[src/rtl/output_drain_ctrl.sv]
// rtl/output_drain_ctrl.sv - drains the result memory over a valid/ready stream
module output_drain_ctrl #(
    parameter int DEPTH  = 16,
    parameter int ADDR_W = 4,
    parameter int DATA_W = 33
) (
    input  logic              clk,
    input  logic              rst,
    input  logic              start,
    output logic              busy,
    output logic              done,
    output logic [ADDR_W-1:0] mem_read_addr,
    input  logic [DATA_W-1:0] mem_read_data,
    output logic              out_valid,
    input  logic              out_ready,
    output logic [DATA_W-1:0] out_data,
    output logic [ADDR_W-1:0] out_addr,
    output logic              out_last
);
    localparam logic [ADDR_W:0]   DEPTH_V   = (ADDR_W+1)'(DEPTH);
    localparam logic [ADDR_W-1:0] LAST_ADDR = ADDR_W'(DEPTH - 1);

    typedef enum logic {IDLE, RUN} state_t;
    state_t state, state_nxt;

    logic [ADDR_W:0]   issue_cnt;
    logic              inflight;
    logic [ADDR_W-1:0] inflight_addr;
    logic [DATA_W-1:0] fifo_data [2];
    logic [ADDR_W-1:0] fifo_addr [2];
    logic [1:0]        fifo_last;
    logic              rd_ptr;
    logic              wr_ptr;
    logic [1:0]        fifo_count;
    logic              pop;
    logic              push;
    logic              issue;
    logic              last_pop;
    logic              done_nxt;
    logic [2:0]        credit;

    assign busy      = (state == RUN);
    assign out_valid = (fifo_count != 2'd0);
    assign out_data  = fifo_data[rd_ptr];
    assign out_addr  = fifo_addr[rd_ptr];
    assign out_last  = fifo_last[rd_ptr];

    assign pop      = out_valid & out_ready;
    assign push     = inflight;
    assign last_pop = busy & pop & out_last;

    // A read may only be launched if its word is guaranteed a FIFO slot,
    // counting the word leaving this very cycle.
    assign credit = {1'b0, fifo_count} + {2'b00, inflight} - {2'b00, pop};
    assign issue  = busy && (issue_cnt < DEPTH_V) && (credit < 3'd2);

    always_comb begin
        state_nxt = state;
        done_nxt  = 1'b0;
        case (state)
            IDLE: if (start) state_nxt = RUN;
            RUN: begin
                if (last_pop) begin
                    state_nxt = IDLE;
                    done_nxt  = 1'b1;
                end
            end
            default: state_nxt = IDLE;
        endcase
    end

    always_ff @(posedge clk) begin
        if (rst) begin
            state <= IDLE;
            done  <= 1'b0;
        end else begin
            state <= state_nxt;
            done  <= done_nxt;
        end
    end

    always_ff @(posedge clk) begin
        if (rst) begin
            issue_cnt     <= '0;
            mem_read_addr <= '0;
            inflight      <= 1'b0;
            inflight_addr <= '0;
            rd_ptr        <= 1'b0;
            wr_ptr        <= 1'b0;
            fifo_count    <= '0;
            fifo_last     <= '0;
            for (int i = 0; i < 2; i++) begin
                fifo_data[i] <= '0;
                fifo_addr[i] <= '0;
            end
        end else if (state == IDLE) begin
            inflight <= 1'b0;
            if (start) begin
                issue_cnt     <= '0;
                mem_read_addr <= '0;
                rd_ptr        <= 1'b0;
                wr_ptr        <= 1'b0;
                fifo_count    <= '0;
            end
        end else begin
            inflight <= issue;
            if (issue) begin
                inflight_addr <= mem_read_addr;
                issue_cnt     <= issue_cnt + 1'b1;
                if (mem_read_addr != LAST_ADDR)
                    mem_read_addr <= mem_read_addr + 1'b1;
            end
            if (push) begin
                fifo_data[wr_ptr] <= mem_read_data;
                fifo_addr[wr_ptr] <= inflight_addr;
                fifo_last[wr_ptr] <= (inflight_addr == LAST_ADDR);
                wr_ptr            <= ~wr_ptr;
            end
            if (pop)
                rd_ptr <= ~rd_ptr;
            case ({push, pop})
                2'b10:   fifo_count <= fifo_count + 1'b1;
                2'b01:   fifo_count <= fifo_count - 1'b1;
                default: fifo_count <= fifo_count;
            endcase
        end
    end
endmodule

[config.mk]
export PLATFORM = sky130hd
export DESIGN_NAME = output_drain_ctrl
export DESIGN_NICKNAME = d
export VERILOG_FILES = /design/src/rtl/output_drain_ctrl.sv
export SDC_FILE = /design/constraint.sdc
export NUM_CORES = 1
export LEC_CHECK = 0
export CORE_MARGIN = 5
export CORE_UTILIZATION = 56
export CTS_CLUSTER_SIZE = 30
export DETAILED_ROUTE_END_ITERATION = 10
export PLACE_DENSITY = 0.83
export SLEW_MARGIN = 20
export SYNTH_ARGS = -nofsm -noshare
export SYNTH_HDL_FRONTEND = slang
export SYNTH_SLANG_ARGS = --single-unit
[constraint.sdc]
create_clock -name clk -period 3.7 [get_ports clk]
set_input_delay 1.11 -clock clk [delete_from_list [all_inputs] [get_ports clk]]
set_output_delay 1.11 -clock clk [all_outputs]
set_load 0.01 [all_outputs]
Yosys cells after proc, flatten, opt, wreduce, memory -nomap -nowiden
Memory sizes are Yosys's and may differ from the RTL's. A register that Yosys moved wholly into a read port is not among the register bits.
Index checks and enable logic that the tools add are counted.
{ "word_totals": {"ff_bits": 22, "ramBits": 74, "input_bits": 37, "output_inout_bits": 45, "word_cells": 93, "mem_count": 2} }
{ "classes": {"add_sub_neg": 6, "n_lt_le_gt_ge": 5, "eq_ne": 9, "mux": 40, "bitwise": 6, "reduce_logical": 15} }
{ "memory_table": {"columns": ["memory", "words", "width", "read_ports", "rd_ports_with_merged_regs", "write_ports", "line", "text"], "rows": [
  ["fifo_data", 2, 33, 1, 1, 2, "29", "logic [DATA_W-1:0] fifo_data [2];"],
  ["fifo_addr", 2, 4, 1, 1, 2, "30", "logic [ADDR_W-1:0] fifo_addr [2];"]
]} }
{ "op_table": {"columns": ["op", "count"], "rows": [
  ["2-to-1 mux 33 bit", 1],
  ["OR reduction 33 bit", 1],
  ["2-to-1 mux 1 bit", 25],
  ["2-to-1 mux 4 bit", 5],
  ["2-to-1 mux 5 bit", 3],
  ["AND reduction 2 bit", 6],
  ["!= test 2 x 1 -> 1 bit (second input constant)", 4],
  ["adder 5 x 1 -> 5 bit (second input constant)", 1],
  ["< comparator 5 bit (second input constant)", 1],
  ["adder 4 x 1 -> 4 bit (second input constant)", 1],
  ["== test 4 bit (second input constant)", 1],
  ["< comparator 1 x 2 -> 1 bit (second input constant)", 2],
  ["2-to-1 mux 2 bit", 2],
  ["!= test 4 bit (second input constant)", 1],
  ["one-hot mux 2 bit (2 select lines)", 1],
  ["nonzero test 2 bit", 2],
  ["OR reduction 4 bit", 1],
  ["adder 2 x 1 -> 3 bit", 1],
  ["bitwise AND 1 bit", 3],
  ["logical AND 1 bit", 3],
  ["< comparator 3 x 2 -> 1 bit (second input constant)", 1],
  ["!= test 3 x 1 -> 1 bit (second input constant)", 1],
  ["inverter 1 bit", 3],
  ["AND reduction 3 bit", 1],
  ["10 further kinds", 10]
]} }

Logic depth before layout (Yosys ltp)
{ "depth": {"ltp_word": 7, "depth_mapped": 9, "ltp_nobuf": 7} }

Worst setup path after synthesis
OpenSTA, ideal clock, no wires.
{ "synth_path": {"path_type": "input port to flip-flop", "start": "in out_ready", "end": "reg issue_cnt[3]", "setup_ps": 70, "arrival_ps": 2738, "t_required_ps": 3630, "setup_slack_ps": 892, "stages": 7, "path_buffers": 0, "cell_sequence": "o21ai_0 > nor2_1 > o21ai_0 > fa_1 > xor2_1 > or4_1 > a21oi_1"} }
{ "synth_via": {"elab_chain_cells": 6} }
{ "synth_lines": {"columns": ["item", "line", "text"], "rows": [
  ["start: declaration", "15", "input logic out_ready,"],
  ["bitwise AND 1 bit", "48", "assign pop = out_valid & out_ready;"],
  ["subtractor 3 x 1 -> 3 bit", "54", "assign credit = {1'b0, fifo_count} + {2'b00, inflight} - {2'b00, pop};"],
  ["< comparator 3 x 2 -> 1 bit", "55", "assign issue = busy && (issue_cnt < DEPTH_V) && (credit < 3'd2);"],
  ["logical AND 1 bit", "55", null],
  ["!= test 2 x 1 -> 1 bit (no line)", null, null],
  ["AND reduction 2 bit (no line)", null, null],
  ["end signal: assignment", "109", "issue_cnt <= issue_cnt + 1'b1;"],
  ["end: declaration", "26", "logic [ADDR_W:0] issue_cnt;"]
]} }
Every way passes these cells.
A chain may end at the register's enable or synchronous reset.

Worst setup path in the final report
{ "layout_path": {"start": "in out_ready", "end": "reg mem_read_addr[3]"} }
{ "layout_via": {"elab_chain_cells": 6} }
{ "layout_lines": {"columns": ["item", "line", "text"], "rows": [
  ["bitwise AND 1 bit", "48", null],
  ["subtractor 3 x 1 -> 3 bit", "54", null],
  ["< comparator 3 x 2 -> 1 bit", "55", null],
  ["logical AND 1 bit", "55", null],
  ["!= test 2 x 1 -> 1 bit (no line)", null, null],
  ["AND reduction 3 bit (no line)", null, null],
  ["end signal: assignment", "111", "mem_read_addr <= mem_read_addr + 1'b1;"],
  ["end: declaration", "12", "output logic [ADDR_W-1:0] mem_read_addr,"]
]} }
Every way passes these cells.

==> summary.md <==
| Metric | Value |
|---|---|
| CTS buffer count | `9` |
| Worst Path Buf+Inv | `1` |
| Detail Route Antenna Nets | `0` |
| Clock skew | `0.0117 ns` |
| Synth Instances | `326` |
| Die footprint | `9540 µm²` |
| Initial Util | `56.6%` |
| Synth area leader | `edfxtp_1` |
| Minimum clock period | `3.34 ns` |
| Num Clock Sinks | `97` |
| Total track usage | `18.2%` |
| Worst-Margin Slew | `0.935 ns` |
| Layout area overhead | `25.3%` |
| Max cap viols | `0` |
| Port Buf Inserts | `81` |
| Clock transition at path regs | `0.09 ns` |
| Worst skew pair latency | `0.36 ns` |
| Yosys cell types | `42` |
| Die Span X | `97.7 µm` |
| Synth Register Bits | `97` |
| CP delay by family, top | `XOR/XNOR gates` |
| Vias per cell | `5.43` |
| Unrepaired setup endpoints after global routing | `false` |
| Setup slack, reg-to-reg | `0.91 ns` |
| EDFF count, synth | `74` |
| Final Hold Viols | `0` |
| Post-layout net count | `445` |
| HPWL reported at the end of detailed placement | `5420 µm` |
| Cts hold-fix bufs | `0` |
| Post-Layout Cell Count | `511` |
| Synth Area in Compound Gates | `4.45%` |
| Crit Path Max Fanout | `14` |
| Setup TNS | `0 ns` |
| Crit-path max cell delay | `0.76 ns` |
| DRC | `0` |
| Status | `completed` |
| Fmax achieved | `299 MHz` |
| Max Slew Vio Count | `0` |
| Yosys top cell area share | `51.6%` |
| Crit-path cells | `clkdlybuf4s50_1 -> o21ai_0 -> nor2_1 -> o21ai_0 -> fa_1 -> xor2_1 -> nor4b_1 -> a211oi_1` |
| Ys Warns | `0` |
| Worst setup slack after placement | `0.0175 ns` |
| Ports | `82` |
| Top cells by count, synth | `and2_1 (74), edfxtp_1 (74), mux2_2 (38)` |
| Final Cycle Share | `90.3%` |
| Largest family of logic cells by synthesized area | `simple AND/OR/NAND/NOR gates` |
| Post-CTS Setup Inserts | `0` |
| Sequential share of the synthesized area | `62.3%` |
| Worst IR Drop VDD | `206 µV` |
| Vias | `2775` |
| CTS root buf | `clkbuf_8` |
| Crit path depth | `8` |
| Adder-cell share of the synthesized area | `1.05%` |
| Worst path required time | `3.98 ns` |
| Resized cells post-CTS | `0` |
| Final worst slack | `0.358 ns` |
| Core area | `7610 µm²` |
| Top_reg_cell synth | `edfxtp_1` |
| Simple-Gate Fraction of Synth Area | `18.3%` |
| Post-Place Cells | `496` |
| Initial antenna violation count | `0` |
| Congestion Overflow GR | `0` |
| # diodes | `0` |
| CTS max path bufs | `2` |
| Die height | `97.7 µm` |
| Ranking of synthesized cells by area | `edfxtp_1 (52%), and2_1 (11%), dfxtp_1 (11%)` |
| Drt total wl | `8420 µm` |
| Worst Setup Start Kind | `input port` |
| Post-synthesis mux area share | `10.9%` |
| Kind of critical path | `input port to register` |
| First-pass GRT wire length | `13700 µm` |
| R2R cell count | `7` |
| Worst path slowest cell | `xor2_1` |
| Pwr dens | `383 nW/µm²` |
| Ys async rst share | `0%` |
| Layout cells sized above 1 | `16.4%` |
| Hold path cells | `2` |
| CP most frequent cell | `o21ai_0` |
| Cell area after synthesis | `4300 µm²` |
| Synth Area in XOR/XNOR | `0.581%` |
| Syn avg cell area | `13.2 µm²` |
| Largest net degree at the start of global routing | `38` |
| Vias in the first global route | `2817` |
| Leak Pwr | `1.99 nW` |
| CTS H-tree lvls | `3` |
| Placer's final routability congestion estimate | `0.822` |
| CTS tree | `built` |
| Routed len/inst | `16.5 µm` |
| Final setup viols | `0` |
| Worst hold path type | `register to register` |
| CP arrival | `3.62 ns` |
| Initial DRT Pass Iterations | `4` |
| Critical path capture point type | `register` |
| Number of core rows | `32` |
| Worst slew margin | `37.5%` |
| Starting DRC count in detailed routing | `144` |
| Syn Nets | `366` |
==> routing by layer <==
layer / part of all wire, % / track usage, %
met5: 0 / 0
met4: 2.1 / 7.67
met3: 4.5 / 3.37
met2: 51 / 32.6
met1: 42 / 21.4
==> layout make-up <==
| cell class | instances | area [µm²] |
|---|---|---|
| clock inverter | 5 | 57.6 |
| fill | 535 | 2210 |
| tap | 102 | 128 |
| sequential | 97 | 2680 |
| timing repair buffer | 89 | 871 |
| multi-input combinational | 207 | 1520 |
| clock buffer | 10 | 128 |
| inverter | 1 | 3.75 |
==> metrics by stage <==
stage	util [%]	area (µm²)	power [mW]	hold WS (ns)
CTS	70.9	5390	2.08	0.492
global placement	68.4	5210	1.43	0.462
finish	70.9	5390	2.06	0.493
floorplan	-	4300	1.32	0.442
detailed placement	68.4	5210	1.43	0.476
global route	70.9	5390	2.14	0.533
==> worst min-delay path: cells and delay by family, from the launching register on <==
family | cells | cell delay (ns)
flip-flops | 1 | 0.33
AO/OA/AOI/OAI | 2 | 0.13
==> report_power, final <==
group / internal [mW] / switching (mW) / leakage (nW)
combinational: 0.105 / 0.0817 / 0.937
sequential: 1.21 / 0.0130 / 0.953
clock: 0.309 / 0.349 / 0.0961
==> worst paths after layout <==
path / from / end
max: out_ready / mem_read_addr[3]
min: issue_cnt[3] / issue_cnt[3]
max reg2reg: fifo_count[1] / mem_read_addr[3]
min reg2reg: issue_cnt[3] / issue_cnt[3]
==> layout by cell type, fill, tap and decap left out, drive strengths merged, types with 2 or more instances in the layout <==
cell type       n
a31oi           6
nand3b          4
and2           74
clkbuf         10
clkinv          4
and3b           2
o21ai           8
mux2i           4
edfxtp         74
clkdlybuf4s50  81
nor2            5
mux2           38
nor3            4
nand2b          7
and3            4
o31ai           2
o211ai          2
or4             2
a21oi          12
dfxtp          23
nand3          10
nand2           3
nor2b           2
ha              2
buf             8
==> state kept, by name (all words and copies together), names as in the netlist, named ones only <==
signal         count
fifo_data         66
fifo_addr          8
issue_cnt          5
inflight_addr      4
mem_read_addr      4
fifo_count         2
fifo_last          2
busy               1
done               1
inflight           1
rd_ptr             1
wr_ptr             1
==> logic make-up (layout without fill, tap and decap cells) <==
group	Yosys count	after routing
adders and majority gates	3	3
DFF	97	97
xor gates and xnor gates	2	2
and+or+nand+nor	127	127
muxes	42	42
buffers and inverters	22	105
AOI/OAI and AO/OA	33	33
Power figures use the tool's default switching activity.
